**config.mk**
```make
export PLATFORM = sky130hd
export DESIGN_NAME = wb_slave_mux
export DESIGN_NICKNAME = d
export VERILOG_FILES = /design/src/rtl/wb_slave_mux.sv
export SDC_FILE = /design/constraint.sdc
export NUM_CORES = 1
export LEC_CHECK = 0
export ABC_AREA = 1
export BUFFER_PORTS_ARGS = -buffer_cell sky130_fd_sc_hd__buf_2
export CAP_MARGIN = 20
export CORE_MARGIN = 10
export CORE_UTILIZATION = 35
export DETAILED_ROUTE_END_ITERATION = 10
export HOLD_SLACK_MARGIN = 0.03
export PLACE_DENSITY = 0.74
export SLEW_MARGIN = 20
export SYNTH_ARGS = -nofsm -noshare
export SYNTH_HDL_FRONTEND = slang
export SYNTH_SLANG_ARGS = --single-unit
```
**constraint.sdc**
```tcl
create_clock -name wb_clk_i -period 1.8 [get_ports wb_clk_i]
set_input_delay 0.18 -clock wb_clk_i [delete_from_list [all_inputs] [get_ports wb_clk_i]]
set_output_delay 0.18 -clock wb_clk_i [all_outputs]
set_load 0.02 [all_outputs]
```
**src/rtl/wb_slave_mux.sv**
```systemverilog
// -----------------------------------------------------------------------------
// wb_slave_mux
//
// Single-master, multi-slave Wishbone address decoder and router. Each master
// transfer is decoded on m_addr_i[SEL_LSB +: SEL_W] and forwarded to exactly
// one of NUM_SLAVES slaves. A per-transfer watchdog aborts a transfer whose
// slave does not ack within TIMEOUT_CYC cycles. Unmapped and timed-out
// transfers complete with a normal ack carrying ERR_DATA, because the upstream
// bridge has no err line.
//
// Optional build macro: WB_MUX_ERR_STATUS_EN adds a sticky error flag with
// the first offending address (err_o, err_addr_o) and a clear input
// (err_clr_i).
//
// Ports:
//   wb_clk_i, rst_ni      clock, asynchronous active-low reset
//   m_cyc_i, m_stb_i      master cycle / strobe
//   m_addr_i, m_wdata_i   master word address / write data
//   m_we_i, m_sel_i       master write enable / byte enables
//   m_rdata_o, m_ack_o    read data and single-cycle ack to the master
//   s_addr_o, s_wdata_o   registered address / write data shared by all slaves
//   s_we_o, s_sel_o       registered write enable / byte enables
//   s_cyc_o, s_stb_o      per-slave cycle / strobe (one-hot while ACTIVE)
//   s_rdata_i             packed slave read data, slave i at [i*DATA_W +: DATA_W]
//   s_ack_i               per-slave ack
//   err_clr_i, err_o,     (WB_MUX_ERR_STATUS_EN only) error clear, sticky
//   err_addr_o            error flag and first error address
// -----------------------------------------------------------------------------
module wb_slave_mux #(
    parameter int                 ADDR_W      = 32,
    parameter int                 DATA_W      = 32,
    parameter int                 NUM_SLAVES  = 4,
    parameter int                 SEL_LSB     = 16,
    parameter int                 SEL_W       = 2,
    parameter int                 TIMEOUT_CYC = 255,
    parameter logic [DATA_W-1:0]  ERR_DATA    = 32'hDEAD_BEEF
) (
    input  logic                         wb_clk_i,
    input  logic                         rst_ni,
    input  logic                         m_cyc_i,
    input  logic                         m_stb_i,
    input  logic [ADDR_W-1:0]            m_addr_i,
    input  logic [DATA_W-1:0]            m_wdata_i,
    input  logic                         m_we_i,
    input  logic [DATA_W/8-1:0]          m_sel_i,
    output logic [DATA_W-1:0]            m_rdata_o,
    output logic                         m_ack_o,
    output logic [ADDR_W-1:0]            s_addr_o,
    output logic [DATA_W-1:0]            s_wdata_o,
    output logic                         s_we_o,
    output logic [DATA_W/8-1:0]          s_sel_o,
    output logic [NUM_SLAVES-1:0]        s_cyc_o,
    output logic [NUM_SLAVES-1:0]        s_stb_o,
    input  logic [NUM_SLAVES*DATA_W-1:0] s_rdata_i,
    input  logic [NUM_SLAVES-1:0]        s_ack_i
`ifdef WB_MUX_ERR_STATUS_EN
    ,
    input  logic                         err_clr_i,
    output logic                         err_o,
    output logic [ADDR_W-1:0]            err_addr_o
`endif
);

    localparam logic [1:0] ST_IDLE   = 2'd0;
    localparam logic [1:0] ST_ACTIVE = 2'd1;
    localparam logic [1:0] ST_RESP   = 2'd2;

    // 16 bits covers the full TIMEOUT_CYC range of 1..65535.
    localparam int              CNT_W    = 16;
    localparam logic [CNT_W-1:0] CNT_LAST = CNT_W'(TIMEOUT_CYC - 1);

    logic [1:0]            r_state;
    logic [CNT_W-1:0]      r_cnt;
    // One-hot slave select; it doubles as the latched slave index and drives
    // both s_cyc_o and s_stb_o, so it is nonzero only while ACTIVE.
    logic [NUM_SLAVES-1:0] r_cyc;
    logic [ADDR_W-1:0]     r_addr;
    logic [DATA_W-1:0]     r_wdata;
    logic                  r_we;
    logic [DATA_W/8-1:0]   r_sel;
    logic [DATA_W-1:0]     r_rdata;

    logic                  w_req;
    logic [SEL_W-1:0]      w_idx;
    logic                  w_mapped;
    logic [NUM_SLAVES-1:0] w_onehot;
    logic                  w_ack;
    logic                  w_timeout;
    logic [DATA_W-1:0]     w_rdata_sel;

    assign w_req     = m_cyc_i & m_stb_i;
    assign w_idx     = m_addr_i[SEL_LSB +: SEL_W];
    // One extra bit so NUM_SLAVES == 2**SEL_W compares correctly.
    assign w_mapped  = ({1'b0, w_idx} < (SEL_W + 1)'(NUM_SLAVES));
    assign w_onehot  = NUM_SLAVES'(1) << w_idx;
    // Masking with the one-hot select ignores acks from every other slave,
    // and late acks once the strobe has dropped.
    assign w_ack     = |(s_ack_i & r_cyc);
    assign w_timeout = (r_cnt == CNT_LAST);

    always_comb begin
        // NOTE: default assignment first so no path leaves the signal
        // unassigned, which would otherwise infer a latch.
        w_rdata_sel = '0;
        for (int i = 0; i < NUM_SLAVES; i++) begin
            if (r_cyc[i]) begin
                w_rdata_sel = s_rdata_i[i*DATA_W +: DATA_W];
            end
        end
    end

    always_ff @(posedge wb_clk_i or negedge rst_ni) begin
        if (!rst_ni) begin
            r_state <= ST_IDLE;
            r_cnt   <= '0;
            r_cyc   <= '0;
            r_addr  <= '0;
            r_wdata <= '0;
            r_we    <= 1'b0;
            r_sel   <= '0;
            r_rdata <= '0;
        end else begin
            // NOTE: non-blocking assignments so every register samples the
            // pre-edge values, independent of statement order.
            case (r_state)
                ST_IDLE: begin
                    if (w_req) begin
                        r_addr  <= m_addr_i;
                        r_wdata <= m_wdata_i;
                        r_we    <= m_we_i;
                        r_sel   <= m_sel_i;
                        if (w_mapped) begin
                            r_cyc   <= w_onehot;
                            r_cnt   <= '0;
                            r_state <= ST_ACTIVE;
                        end else begin
                            r_rdata <= ERR_DATA;
                            r_state <= ST_RESP;
                        end
                    end
                end
                ST_ACTIVE: begin
                    // Ack is tested before the watchdog, so an ack in the
                    // timeout cycle is a normal completion.
                    if (w_ack) begin
                        r_cyc <= '0;
                        if (!r_we) begin
                            r_rdata <= w_rdata_sel;
                        end
                        r_we    <= 1'b0;
                        r_sel   <= '0;
                        r_state <= ST_RESP;
                    end else if (w_timeout) begin
                        r_cyc   <= '0;
                        r_rdata <= ERR_DATA;
                        r_state <= ST_RESP;
                    end else begin
                        r_cnt <= r_cnt + CNT_W'(1);
                    end
                end
                ST_RESP: begin
                    r_state <= ST_IDLE;
                end
                default: begin
                    r_state <= ST_IDLE;
                end
            endcase
        end
    end

    // RESP lasts exactly one cycle, so the ack is a one-cycle pulse by
    // construction and drops asynchronously with reset.
    assign m_ack_o   = (r_state == ST_RESP);
    assign m_rdata_o = r_rdata;
    assign s_addr_o  = r_addr;
    assign s_wdata_o = r_wdata;
    assign s_we_o    = r_we;
    assign s_sel_o   = r_sel;
    assign s_cyc_o   = r_cyc;
    assign s_stb_o   = r_cyc;

`ifdef WB_MUX_ERR_STATUS_EN
    logic              r_err;
    logic [ADDR_W-1:0] r_err_addr;
    logic              w_err_set;
    logic [ADDR_W-1:0] w_err_addr;

    assign w_err_set  = ((r_state == ST_IDLE) && w_req && !w_mapped) ||
                        ((r_state == ST_ACTIVE) && !w_ack && w_timeout);
    // In IDLE the address is still only on the master inputs.
    assign w_err_addr = (r_state == ST_IDLE) ? m_addr_i : r_addr;

    always_ff @(posedge wb_clk_i or negedge rst_ni) begin
        if (!rst_ni) begin
            r_err      <= 1'b0;
            r_err_addr <= '0;
        end else if (w_err_set) begin
            // A simultaneous clear discards the old error, so the new one
            // becomes the first error.
            r_err <= 1'b1;
            if (!r_err || err_clr_i) begin
                r_err_addr <= w_err_addr;
            end
        end else if (err_clr_i) begin
            r_err      <= 1'b0;
            r_err_addr <= '0;
        end
    end

    assign err_o      = r_err;
    assign err_addr_o = r_err_addr;
`endif

endmodule

```
==> key figures, run 1 <==
Critical path
  • Critical Path Sink Type: flip-flop
  • Slowest stage delay, CP: 410 ps
  • Critical path startpoint category: flip-flop
  • R2r endpoint: m_rdata_o[2]$_DFFE_PN0P_
  • Reg2reg start: r_cnt[4]$_DFFE_PN0P_
  • Worst Path Buf+Inv: 2
  • Crit path top cell by count: nand2_1
  • Worst setup path startpoint: r_cnt[4]$_DFFE_PN0P_
  • Slowest stage cell, crit path: dfrtp_1
  • Critical path depth: 9
  • CP required: 2160 ps
  • Worst Setup EP: m_rdata_o[2]$_DFFE_PN0P_
  • CP cell instances: nand2_1 -> inv_1 -> nand2_1 -> nor2_1 -> nand2_2 -> nand2_4 -> buf_4 -> nand4_1 -> nand2_1
  • Top fanout value on the critical path: 24
  • CP arrival: 2030 ps
  • Worst r2r path cells: 9
  • Crit path max-delay family: simple AND/OR/NAND/NOR gates
  • Kind of critical path: reg -> reg
  • R2R Setup Slk: 130 ps

Min path
  • Hold/Removal Path Class: in -> reg

Yosys
  • Post-Synthesis Cells: 1009
  • Sequential share of the synthesized area: 45.2%
  • Unique masters post-synth: 27
  • Most area-hungry cell type in the Yosys netlist: dfrtp_1
  • Mux contribution to synthesized area: 0%
  • Main synth FF type: dfrtp_1
  • Share of the synthesized area in the top cell type: 45.2%
  • Syn nets: 1216
  • Synth Area in Simple Gates: 41.5%
  • Synth Area per Inst: 6.74 um^2
  • Top cells by area, synth: dfrtp_1 45%, nand2_1 27%, nor2_1 5.7%, nand3_1 4.6%, inv_1 4.4%
  • Synthesized area: 6810 um^2
  • Top-count cell post-synth: nand2_1
  • Synth warn: 0
  • Synth Area in Compound Gates: 3.59%
  • Synth cell count leaders: 481 x nand2_1, 123 x dfrtp_1, 104 x nor2_1
  • Post-Synth XOR/XNOR Area: 0.386%
  • Async set or reset register ratio after synthesis: 100%
  • Post-synth EDFFs: 0
  • Post-Synth Adder-Cell Area: 0.368%
  • Largest family of logic cells by synthesized area: simple AND/OR/NAND/NOR gates
  • Flip-flop and latch count after synthesis: 123

Timing
  • RSZ-0062 raised after global routing: no
  • Hold WS: 49.3 ps
  • Slew headroom: 56.1%
  • Slew Limit Fails: 0
  • Hold Vio Cnt, Final: 0
  • Worst Skew: 9.69 ps
  • Period utilization: 92.8%
  • Setup_tns: 0 ps
  • F_max: 599 MHz
  • Worst Max-Slew Pin Slew: 658 ps
  • Final setup fails: 0
  • Post-route minimum period: 1670 ps

Detailed routing
  • WL/cell: 16.0 um
  • Wirelength, routed: 26.7 mm
  • Vias: 7938
  • Number of DRC markers in iteration 0: 550
  • Pre-antenna DRT Iters: 6
  • Antenna-violating nets left: 0
  • Residual DRC count: 0
  • DR vias/cell: 4.77

Floorplanning
  • Starting Density: 36.0%
  • Core Rows: 50
  • Io pins: 315
  • Die width: 159 um
  • Die Area: 25400 um^2
  • Die H: 159 um
  • Core area: 18900 um^2

GRT
  • Number of global-route vias before repair: 7969
  • Global-route wire length before repair: 41.7 mm
  • Initial antenna violation count: 6
  • Tot GR Track Use: 20.0%
  • Largest net degree at the start of global routing: 68
  • Grt ovf: 0

Clock network
  • Post-CTS Setup Repair Bufs: 0
  • TritonCTS clock tree: done
  • Clock root cell: clkbuf_16
  • Clock sinks: 123
  • Longest Clk Path Bufs: 2
  • H-tree level count: 4
  • Worst-skew pair later-pin latency: 430 ps
  • CTS Buf Count: 17
  • Reg clk slew, reported paths: 60 ps

Placed design
  • DP HPWL: 19.0 mm
  • Routability Congestion: 0.947
  • Port bufs: 314

Finish
  • Nets: 1594
  • FF/Latch Area: 3080 um^2
  • FILL cells: 1777
  • Share of layout cells above drive strength 1: 28.6%
  • Multi-input gate area in the final layout: 3150 um^2
  • Synthesis-to-layout area growth: 48.0%

Outcome
  • Outcome: finished clean

Pwr
  • VDD IR-drop max: 0.946 mV
  • Power per Cell Area: 1740 nW/um^2
  • Leak pwr: 5.83 nW

Flow run
  • Max-cap violations: 0
cell families (layout without fill, tap and decap cells):
logic type	Yosys count	count (layout)
buf+inv	140	530
simple gates	693	694
compound gates	48	48
fa+ha+maj	2	2
xor+xnor	3	3
flops	123	123
other cells	0	4
cells in the final DEF (no fill, tap or decap), types with 7 or more instances in the layout:
cell	synthesis	layout
dfrtp_1	123	122
buf_2	24	313
inv_1	79	79
buf_12	0	9
clkbuf_16	0	17
o21ai_0	14	14
nand3_1	62	62
nand2_1	481	481
nor2_1	104	103
a21oi_1	32	32
nand4_1	31	31
dlygate4sd3_1	0	68
buf_4	6	26
inv_6	0	7
registers in the layout (all words and copies together) (netlist names):
| name | cells |
|---|---|
| m_rdata_o | 32 |
| s_addr_o | 32 |
| s_wdata_o | 32 |
| r_cnt | 16 |
| s_cyc_o | 4 |
| s_sel_o | 4 |
| r_state | 2 |
| s_we_o | 1 |
power by group:
group | switching (W) | internal [W] | leakage (nW)
Sequential | 0.000726 | 0.00397 | 1.55
Clock | 0.00141 | 0.00195 | 0.284
Combinational | 0.00639 | 0.00307 | 3.99
layout make-up:
class                   instances  area share [%]
diodes                          4          0.0994
clock buffers                  17            4.22
clock inverters                15            1.52
inverters                      82            3.06
multi-input cells             747            31.3
flip-flops and latches        123            30.6
well taps                     260            3.23
repair buffers                416            26.0
worst register-to-register path, stage by stage, from the launching register on:
cell and delay, ps:
dfrtp_1 410, nand2_1 130, inv_1 80, nand2_1 50, nor2_1 180, nand2_2 120
nand2_4 130, buf_4 280, nand4_1 150, nand2_1 90
per-stage QoR:
stage          instances  cell area, um^2  total power [W]  util, %  setup slack, ps
2_1_floorplan       1009             6810           0.0107        -              262
3_3_place_gp        1559             8780           0.0138     46.5              188
3_5_place_dp        1559             8780           0.0139     46.5             88.1
4_1_cts             1659            10000           0.0175     53.1             73.7
5_1_grt             1662            10100           0.0189     53.3             11.8
6_report            1664            10100           0.0175     53.3              130
how the worst min path moves through the flow:
stage | start | end | slack [ps] | depth (start not counted)
floorplan | rst_ni | m_rdata_o[0]$_DFFE_PN0P_ | -120 | 0
global placement | rst_ni | m_rdata_o[24]$_DFFE_PN0P_ | 120 | 1
detailed placement | rst_ni | m_rdata_o[24]$_DFFE_PN0P_ | 120 | 1
CTS | m_addr_i[17] | s_cyc_o[2]$_DFFE_PN0P_ | 40 | 3
global route | m_addr_i[17] | s_cyc_o[2]$_DFFE_PN0P_ | 80 | 3
finish | m_addr_i[17] | s_cyc_o[2]$_DFFE_PN0P_ | 50 | 3
repair_timing:
item,in CTS,in global routing
hold endpoints to repair,121,0
setup endpoints to repair,0,32
hold buffers,68,0
gates resized for setup,0,2
metal layers:
layer | routed length (um) | GRT usage (%) | share of wire [%] | up-vias
li1 | - | - | - | 3867
met1 | 10600 | 22.5 | 40 | 3610
met2 | 12500 | 33.0 | 47 | 391
met3 | 2680 | 7.59 | 10 | 66
met4 | 865 | 8.68 | 3.2 | 4
met5 | 23 | 0 | 0.086 | -
Power figures use the tool's default switching activity.
==> inputs of run 2 (changes only) <==
--- a/config.mk
+++ b/config.mk
@@ -9,10 +9,10 @@
 export BUFFER_PORTS_ARGS = -buffer_cell sky130_fd_sc_hd__buf_2
 export CAP_MARGIN = 20
 export CORE_MARGIN = 10
-export CORE_UTILIZATION = 35
+export CORE_UTILIZATION = 30
 export DETAILED_ROUTE_END_ITERATION = 10
 export HOLD_SLACK_MARGIN = 0.03
-export PLACE_DENSITY = 0.74
+export PLACE_DENSITY = 0.66
 export SLEW_MARGIN = 20
 export SYNTH_ARGS = -nofsm -noshare
 export SYNTH_HDL_FRONTEND = slang
==> key figures, run 2 (synthesis gave the netlist of run 1 again) <==
Pwr
  • Combinational Power Share: 53.5% (was 54.0%)
  • Leak pwr: 5.81 nW (was 5.83 nW)
  • Power Total: 0.0177 W (was 0.0175 W)
  • Net Switching: 0.00850 W (was 0.00853 W)
  • Power per Cell Area: 1750 nW/um^2 (was 1740 nW/um^2)
  • Sw Share: 48.2% (was 48.7%)
  • VDD IR-drop max: 0.930 mV (was 0.946 mV)
  • Pint: 0.00915 W (was 0.00899 W)
  • Clock share of power: 19.9% (was 19.2%)
  • Sequential power share: 26.6% (was 26.8%)

Detailed routing
  • Wirelength, routed: 26.8 mm (was 26.7 mm)
  • Number of DRC markers in iteration 0: 352 (was 550)
  • DR vias/cell: 4.52 (was 4.77)
  • Antenna-violating nets left: 0 (unchanged)
  • Pre-antenna DRT Iters: 5 (was 6)
  • Residual DRC count: 0 (unchanged)
  • Vias: 7613 (was 7938)
  • WL/cell: 15.9 um (was 16.0 um)

Floorplanning
  • Die width: 171 um (was 159 um)
  • Starting Density: 30.2% (was 36.0%)
  • Io pins: 315 (unchanged)
  • Core Rows: 55 (was 50)
  • Core area: 22500 um^2 (was 18900 um^2)
  • Die H: 171 um (was 159 um)
  • Die Area: 29100 um^2 (was 25400 um^2)

Clock network
  • CTS Buf Count: 17 (unchanged)
  • Longest Clk Path Bufs: 2 (unchanged)
  • Reg clk slew, reported paths: 60 ps (about the same)
  • H-tree level count: 4 (unchanged)
  • Clock root cell: clkbuf_16 (unchanged)
  • TritonCTS clock tree: done (unchanged)
  • Worst-skew pair later-pin latency: 420 ps (was 430 ps)
  • Clock sinks: 123 (unchanged)
  • Post-CTS Setup Repair Bufs: 0 (unchanged)

Min path
  • Hold/Removal Path Class: in -> reg (unchanged)

Finish
  • Most common cell after layout, fill and taps aside: nand2_1 (unchanged)
  • Non-filler cells, final: 1684 (was 1664)
  • Synthesis-to-layout area growth: 48.2% (was 48.0%)
  • Final core occ: 44.8% (was 53.3%)
  • Most frequent cells in the layout: 481 x nand2_1, 313 x buf_2, 122 x dfrtp_1 (unchanged)
  • Share of layout cells above drive strength 1: 28.3% (was 28.6%)
  • Nets: 1590 (was 1594)
  • Post-route cell area: 10100 um^2 (about the same)

Critical path
  • Kind of critical path: reg -> reg (unchanged)
  • Top fanout value on the critical path: 8 (was 24)
  • Crit path top cell by count: nand2_1 (unchanged)
  • Slowest stage delay, CP: 420 ps (was 410 ps)
  • Slowest stage cell, crit path: dfrtp_1 (unchanged)
  • CP arrival: 1990 ps (was 2030 ps)
  • Critical path startpoint category: flip-flop (unchanged)
  • Critical Path Sink Type: flip-flop (unchanged)
  • CP cell instances: ha_1 -> nand2_1 -> nor2_2 -> nand2_2 -> a21oi_2 -> nand2_1 -> nand2_1 (was nand2_1 -> inv_1 -> nand2_1 -> nor2_1 -> nand2_2 -> nand2_4 -> buf_4 -> nand4_1 -> nand2_1)
  • CP required: 2140 ps (was 2160 ps)

GRT
  • Number of global-route vias before repair: 7728 (was 7969)
  • Grt ovf: 0 (unchanged)
  • Tot GR Track Use: 17.8% (was 20.0%)
  • Global-route wire length before repair: 41.3 mm (was 41.7 mm)
  • Initial antenna violation count: 2 (was 6)
  • Largest net degree at the start of global routing: 69 (was 68)

Timing
  • Hold Vio Cnt, Final: 0 (unchanged)
  • Slew Limit Fails: 0 (unchanged)
  • Worst Max-Slew Pin Slew: 463 ps (was 658 ps)
  • F_max: 608 MHz (was 599 MHz)
  • RSZ-0062 raised after global routing: no (unchanged)
  • Post-route minimum period: 1640 ps (was 1670 ps)
  • Period utilization: 91.3% (was 92.8%)
  • Final setup fails: 0 (unchanged)
  • Worst Skew: 9.79 ps (was 9.69 ps)
  • Slew headroom: 69.1% (was 56.1%)
  • Setup_tns: 0 ps (unchanged)

Outcome
  • Outcome: finished clean (unchanged)

Placed design
  • DP HPWL: 19.5 mm (was 19.0 mm)
  • Routability Congestion: 0.944 (was 0.947)
  • Port bufs: 314 (unchanged)
  • DP Area: 8770 um^2 (was 8780 um^2)
  • Placed cell count: 1580 (was 1559)

Flow run
  • Max-cap violations: 0 (unchanged)
-- run 2: cell type report --
| cell class | count | area [um^2] |
|---|---|---|
| antenna | 3 | 7.51 |
| clock buffer | 17 | 425 |
| clock inverter | 15 | 178 |
| fill | 2257 | 12400 |
| inverter | 82 | 308 |
| multi-input combinational | 747 | 3150 |
| sequential | 123 | 3080 |
| tap | 285 | 357 |
| timing repair buffer | 412 | 2580 |
-- run 2: per-layer routing --
metal  share of wire [%]  wire, um  vias up  GRT usage [%]
met5                   0         0        -              0
met3                  11      3040       39           7.72
met1                  42     11200     3394           21.1
met4                 2.5       680        0           6.45
li1                    -         -     3856              -
met2                  44     11800      324           27.9
-- run 2: final timing paths --
kind,startpoint,endpoint,slack (ps),cells after the start
hold / removal,m_addr_i[17],s_cyc_o[2]$_DFFE_PN0P_,60,3
hold reg to reg,s_addr_o[12]$_DFFE_PN0P_,s_addr_o[12]$_DFFE_PN0P_,470,2
min in group asynchronous,rst_ni,s_wdata_o[13]$_DFFE_PN0P_,120,2
setup / recovery,r_cnt[1]$_DFFE_PN0P_,m_rdata_o[4]$_DFFE_PN0P_,160,7
setup reg to reg,r_cnt[1]$_DFFE_PN0P_,m_rdata_o[4]$_DFFE_PN0P_,160,7
max in group asynchronous,rst_ni,s_cyc_o[3]$_DFFE_PN0P_,1070,3
-- run 2: timing repair --
action,4_1_cts,5_1_grt
endpoints found under the hold margin,190,0
hold buffers,68,0
endpoints found under the setup margin,0,32
gates resized for setup,0,2
-- run 2: per-stage QoR --
step | worst slack [ps] | hold WS [ps]
final | 156 | 56.3
after detailed placement | 70.7 | 1.59
after CTS | 58.1 | 31.4
after global routing | 16.0 | 59.4
after floorplan | 262 | -116
after global placement | 136 | 0.316
-- run 2: power by group through the flow --
stage | clock (W) | combinational [W] | sequential, W
2_1_floorplan | 0 | 0.00464 | 0.00605
3_3_place_gp | 0 | 0.00923 | 0.00467
3_5_place_dp | 0 | 0.00934 | 0.00466
4_1_cts | 0.00363 | 0.00945 | 0.00467
5_1_grt | 0.00375 | 0.0105 | 0.00484
6_report | 0.00352 | 0.00944 | 0.00470
-- run 2: critical path, delay by kind of cell, from the launching register on --
kind	cells	cell delay (ps)
DFF	1	420
and+or+nand+nor	5	510
adders and majority gates	1	220
AOI/OAI and AO/OA	1	410
==> inputs of run 3 (changes only) <==
--- a/config.mk
+++ b/config.mk
@@ -6,13 +6,12 @@
 export NUM_CORES = 1
 export LEC_CHECK = 0
 export ABC_AREA = 1
-export BUFFER_PORTS_ARGS = -buffer_cell sky130_fd_sc_hd__buf_2
-export CAP_MARGIN = 20
 export CORE_MARGIN = 10
 export CORE_UTILIZATION = 30
 export DETAILED_ROUTE_END_ITERATION = 10
+export DONT_BUFFER_PORTS = 1
 export HOLD_SLACK_MARGIN = 0.03
-export PLACE_DENSITY = 0.66
+export PLACE_DENSITY = 0.55
 export SLEW_MARGIN = 20
 export SYNTH_ARGS = -nofsm -noshare
 export SYNTH_HDL_FRONTEND = slang
==> key figures, run 3 (synthesis gave the netlist of run 1 again) <==
Finish
  • FF/Latch Area: 3080 um^2 (about the same)
  • Most frequent cells in the layout: 481 x nand2_1, 119 x dfrtp_1, 104 x nor2_1 (was 481 x nand2_1, 313 x buf_2, 122 x dfrtp_1)
  • FILL cells: 2335 (was 2257)
  • Synthesis-to-layout area growth: 25.4% (was 48.2%)
  • Nets: 1282 (was 1590)
  • Share of layout cells above drive strength 1: 8.00% (was 28.3%)
  • Multi-input gate area in the final layout: 3130 um^2 (was 3150 um^2)
  • Most common cell after layout, fill and taps aside: nand2_1 (unchanged)

Detailed routing
  • Antenna-violating nets left: 0 (unchanged)
  • WL/cell: 17.9 um (was 15.9 um)
  • Number of DRC markers in iteration 0: 337 (was 352)
  • Residual DRC count: 0 (unchanged)
  • Pre-antenna DRT Iters: 5 (unchanged)
  • Wirelength, routed: 24.6 mm (was 26.8 mm)
  • DR vias/cell: 4.78 (was 4.52)
  • Vias: 6568 (was 7613)

Placed design
  • Placement Setup Slack: 132 ps (was 70.7 ps)
  • Port bufs: 0 (was 314)
  • DP HPWL: 17.5 mm (was 19.5 mm)
  • Routability Congestion: 0.886 (was 0.944)

Clock network
  • Clock root cell: clkbuf_16 (unchanged)
  • TritonCTS clock tree: done (unchanged)
  • Clock sinks: 123 (unchanged)
  • Post-CTS Setup Repair Bufs: 0 (unchanged)
  • Reg clk slew, reported paths: 70 ps (was 60 ps)
  • Worst-skew pair later-pin latency: 420 ps (about the same)
  • CTS Buf Count: 17 (unchanged)
  • H-tree level count: 4 (unchanged)
  • Hold-fix buffers at CTS: 71 (was 68)
  • Longest Clk Path Bufs: 2 (unchanged)

GRT
  • Global-route wire length before repair: 37.8 mm (was 41.3 mm)
  • Largest net degree at the start of global routing: 124 (was 69)
  • Tot GR Track Use: 16.5% (was 17.8%)
  • Initial antenna violation count: 1 (was 2)
  • Number of global-route vias before repair: 6644 (was 7728)
  • Grt ovf: 0 (unchanged)

Floorplanning
  • Starting Density: 30.2% (unchanged)
  • Die width: 171 um (unchanged)
  • Die Area: 29100 um^2 (unchanged)
  • Core area: 22500 um^2 (unchanged)
  • Core Rows: 55 (unchanged)
  • Io pins: 315 (unchanged)
  • Die H: 171 um (unchanged)

Critical path
  • Worst r2r path cells: 8 (was 7)
  • Worst setup path startpoint: s_cyc_o[1]$_DFFE_PN0P_ (was r_cnt[1]$_DFFE_PN0P_)
  • R2R Setup Slk: 160 ps (about the same)
  • Kind of critical path: reg -> reg (unchanged)
  • CP cell instances: buf_4 -> buf_4 -> a21oi_1 -> nand2_1 -> nand2_1 -> nand2_1 -> nand4_1 -> nand2_1 (was ha_1 -> nand2_1 -> nor2_2 -> nand2_2 -> a21oi_2 -> nand2_1 -> nand2_1)
  • Slowest stage delay, CP: 400 ps (was 420 ps)
  • Critical path startpoint category: flip-flop (unchanged)
  • Top fanout value on the critical path: 28 (was 8)
  • Slowest stage cell, crit path: dfrtp_2 (was dfrtp_1)
  • R2r endpoint: m_rdata_o[12]$_DFFE_PN0P_ (was m_rdata_o[4]$_DFFE_PN0P_)
  • CP arrival: 1950 ps (was 1990 ps)
  • Critical Path Sink Type: flip-flop (unchanged)
  • Reg2reg start: s_cyc_o[1]$_DFFE_PN0P_ (was r_cnt[1]$_DFFE_PN0P_)
  • Crit path top cell by count: nand2_1 (unchanged)
  • CP required: 2110 ps (was 2140 ps)

Pwr
  • VDD IR-drop max: 0.830 mV (was 0.930 mV)
  • Power per Cell Area: 1910 nW/um^2 (was 1750 nW/um^2)
  • Leak pwr: 4.53 nW (was 5.81 nW)

Outcome
  • Failing checks: negative hold slack
  • Outcome: finished, violations left (was finished clean)

Timing
  • RSZ-0062 raised after global routing: no (unchanged)
  • Hold WS: -542 ps (was 56.3 ps)
  • Final setup fails: 0 (unchanged)
  • Slack of the critical path: 162 ps (was 156 ps)
  • Post-route minimum period: 1640 ps (about the same)
  • Worst Skew: 12.9 ps (was 9.79 ps)
  • Hold Vio Cnt, Final: 123 (was 0)
  • F_max: 611 MHz (was 608 MHz)
  • Setup_tns: 0 ps (unchanged)
  • Slew Limit Fails: 0 (unchanged)
  • Slew headroom: 54.6% (was 69.1%)
  • Period utilization: 91.0% (was 91.3%)
  • Worst Max-Slew Pin Slew: 681 ps (was 463 ps)

Flow run
  • Max-cap violations: 0 (unchanged)

Min path
  • Hold/Removal Path Class: in -> async (was in -> reg)
-- run 3: cell count changes in the layout (fill, tap and decap cells not counted), sizes merged --
cell / previous run / this run
clkbuf: 17 / 18
buf: 344 / 34
nand3: 64 / 63
bufinv: 2 / 1
diode: 3 / 2
clkinv: 1 / 4
clkinvlp: 3 / 2
inv: 91 / 89
dlygate4sd3: 68 / 71
-- run 3: layout make-up --
cell class	count	share of cell area, %
diodes	2	0.0587
clock buffers	18	5.15
clock inverters	14	1.77
inverters	82	3.61
multi-input cells	746	36.7
flip-flops and latches	123	36.1
well taps	285	4.18
repair buffers	105	12.4
-- run 3: how the worst max path moves through the flow --
stage / end / slack (ps)
3_5_place_dp: m_rdata_o[25]$_DFFE_PN0P_ / 130
3_3_place_gp: m_rdata_o[18]$_DFFE_PN0P_ / 180
2_1_floorplan: m_rdata_o[1]$_DFFE_PN0P_ / 260
4_1_cts: m_rdata_o[25]$_DFFE_PN0P_ / 130
5_1_grt: m_rdata_o[13]$_DFFE_PN0P_ / 6
6_report: m_rdata_o[12]$_DFFE_PN0P_ / 160
-- run 3: metrics by stage --
step	total power, W	std cells	hold slack (ps)	util (%)	cell area (um^2)
after global routing	0.0177	1374	-572	37.9	8530
after floorplan	0.0107	1009	-116	-	6810
after detailed placement	0.0128	1270	-111	32.1	7220
after CTS	0.0165	1373	-568	37.9	8520
after global placement	0.0127	1270	-112	32.1	7220
final	0.0163	1375	-542	37.9	8530
-- run 3: repair_timing --
action,CTS,global route
endpoints found under the hold margin,196,123
resized for setup,0,1
setup endpoints to repair,0,2
-- run 3: routing by layer --
| layer | up-vias | track usage, % | part of all wire, % |
|---|---|---|---|
| met5 | - | 0 | 0 |
| met4 | 0 | 5.49 | 1.5 |
| met3 | 20 | 7.30 | 13 |
| met2 | 312 | 25.9 | 46 |
| met1 | 3003 | 19.7 | 40 |
| li1 | 3233 | - | - |
-- run 3: worst max-delay path: cells and delay by family, from the launching register on --
kind	cells	cell delay (ps)
AO/OA/AOI/OAI	1	290
flip-flops	1	400
buffers and inverters	2	470
AND/OR/NAND/NOR	5	350
-- run 3: where the power goes --
part / total (W) / internal (W) / switching (W) / leakage (nW)
sequential: 0.00644 / 0.00396 / 0.00248 / 1.55
clock: 0.00346 / 0.00200 / 0.00146 / 0.285
combinational: 0.00643 / 0.00222 / 0.00421 / 2.69
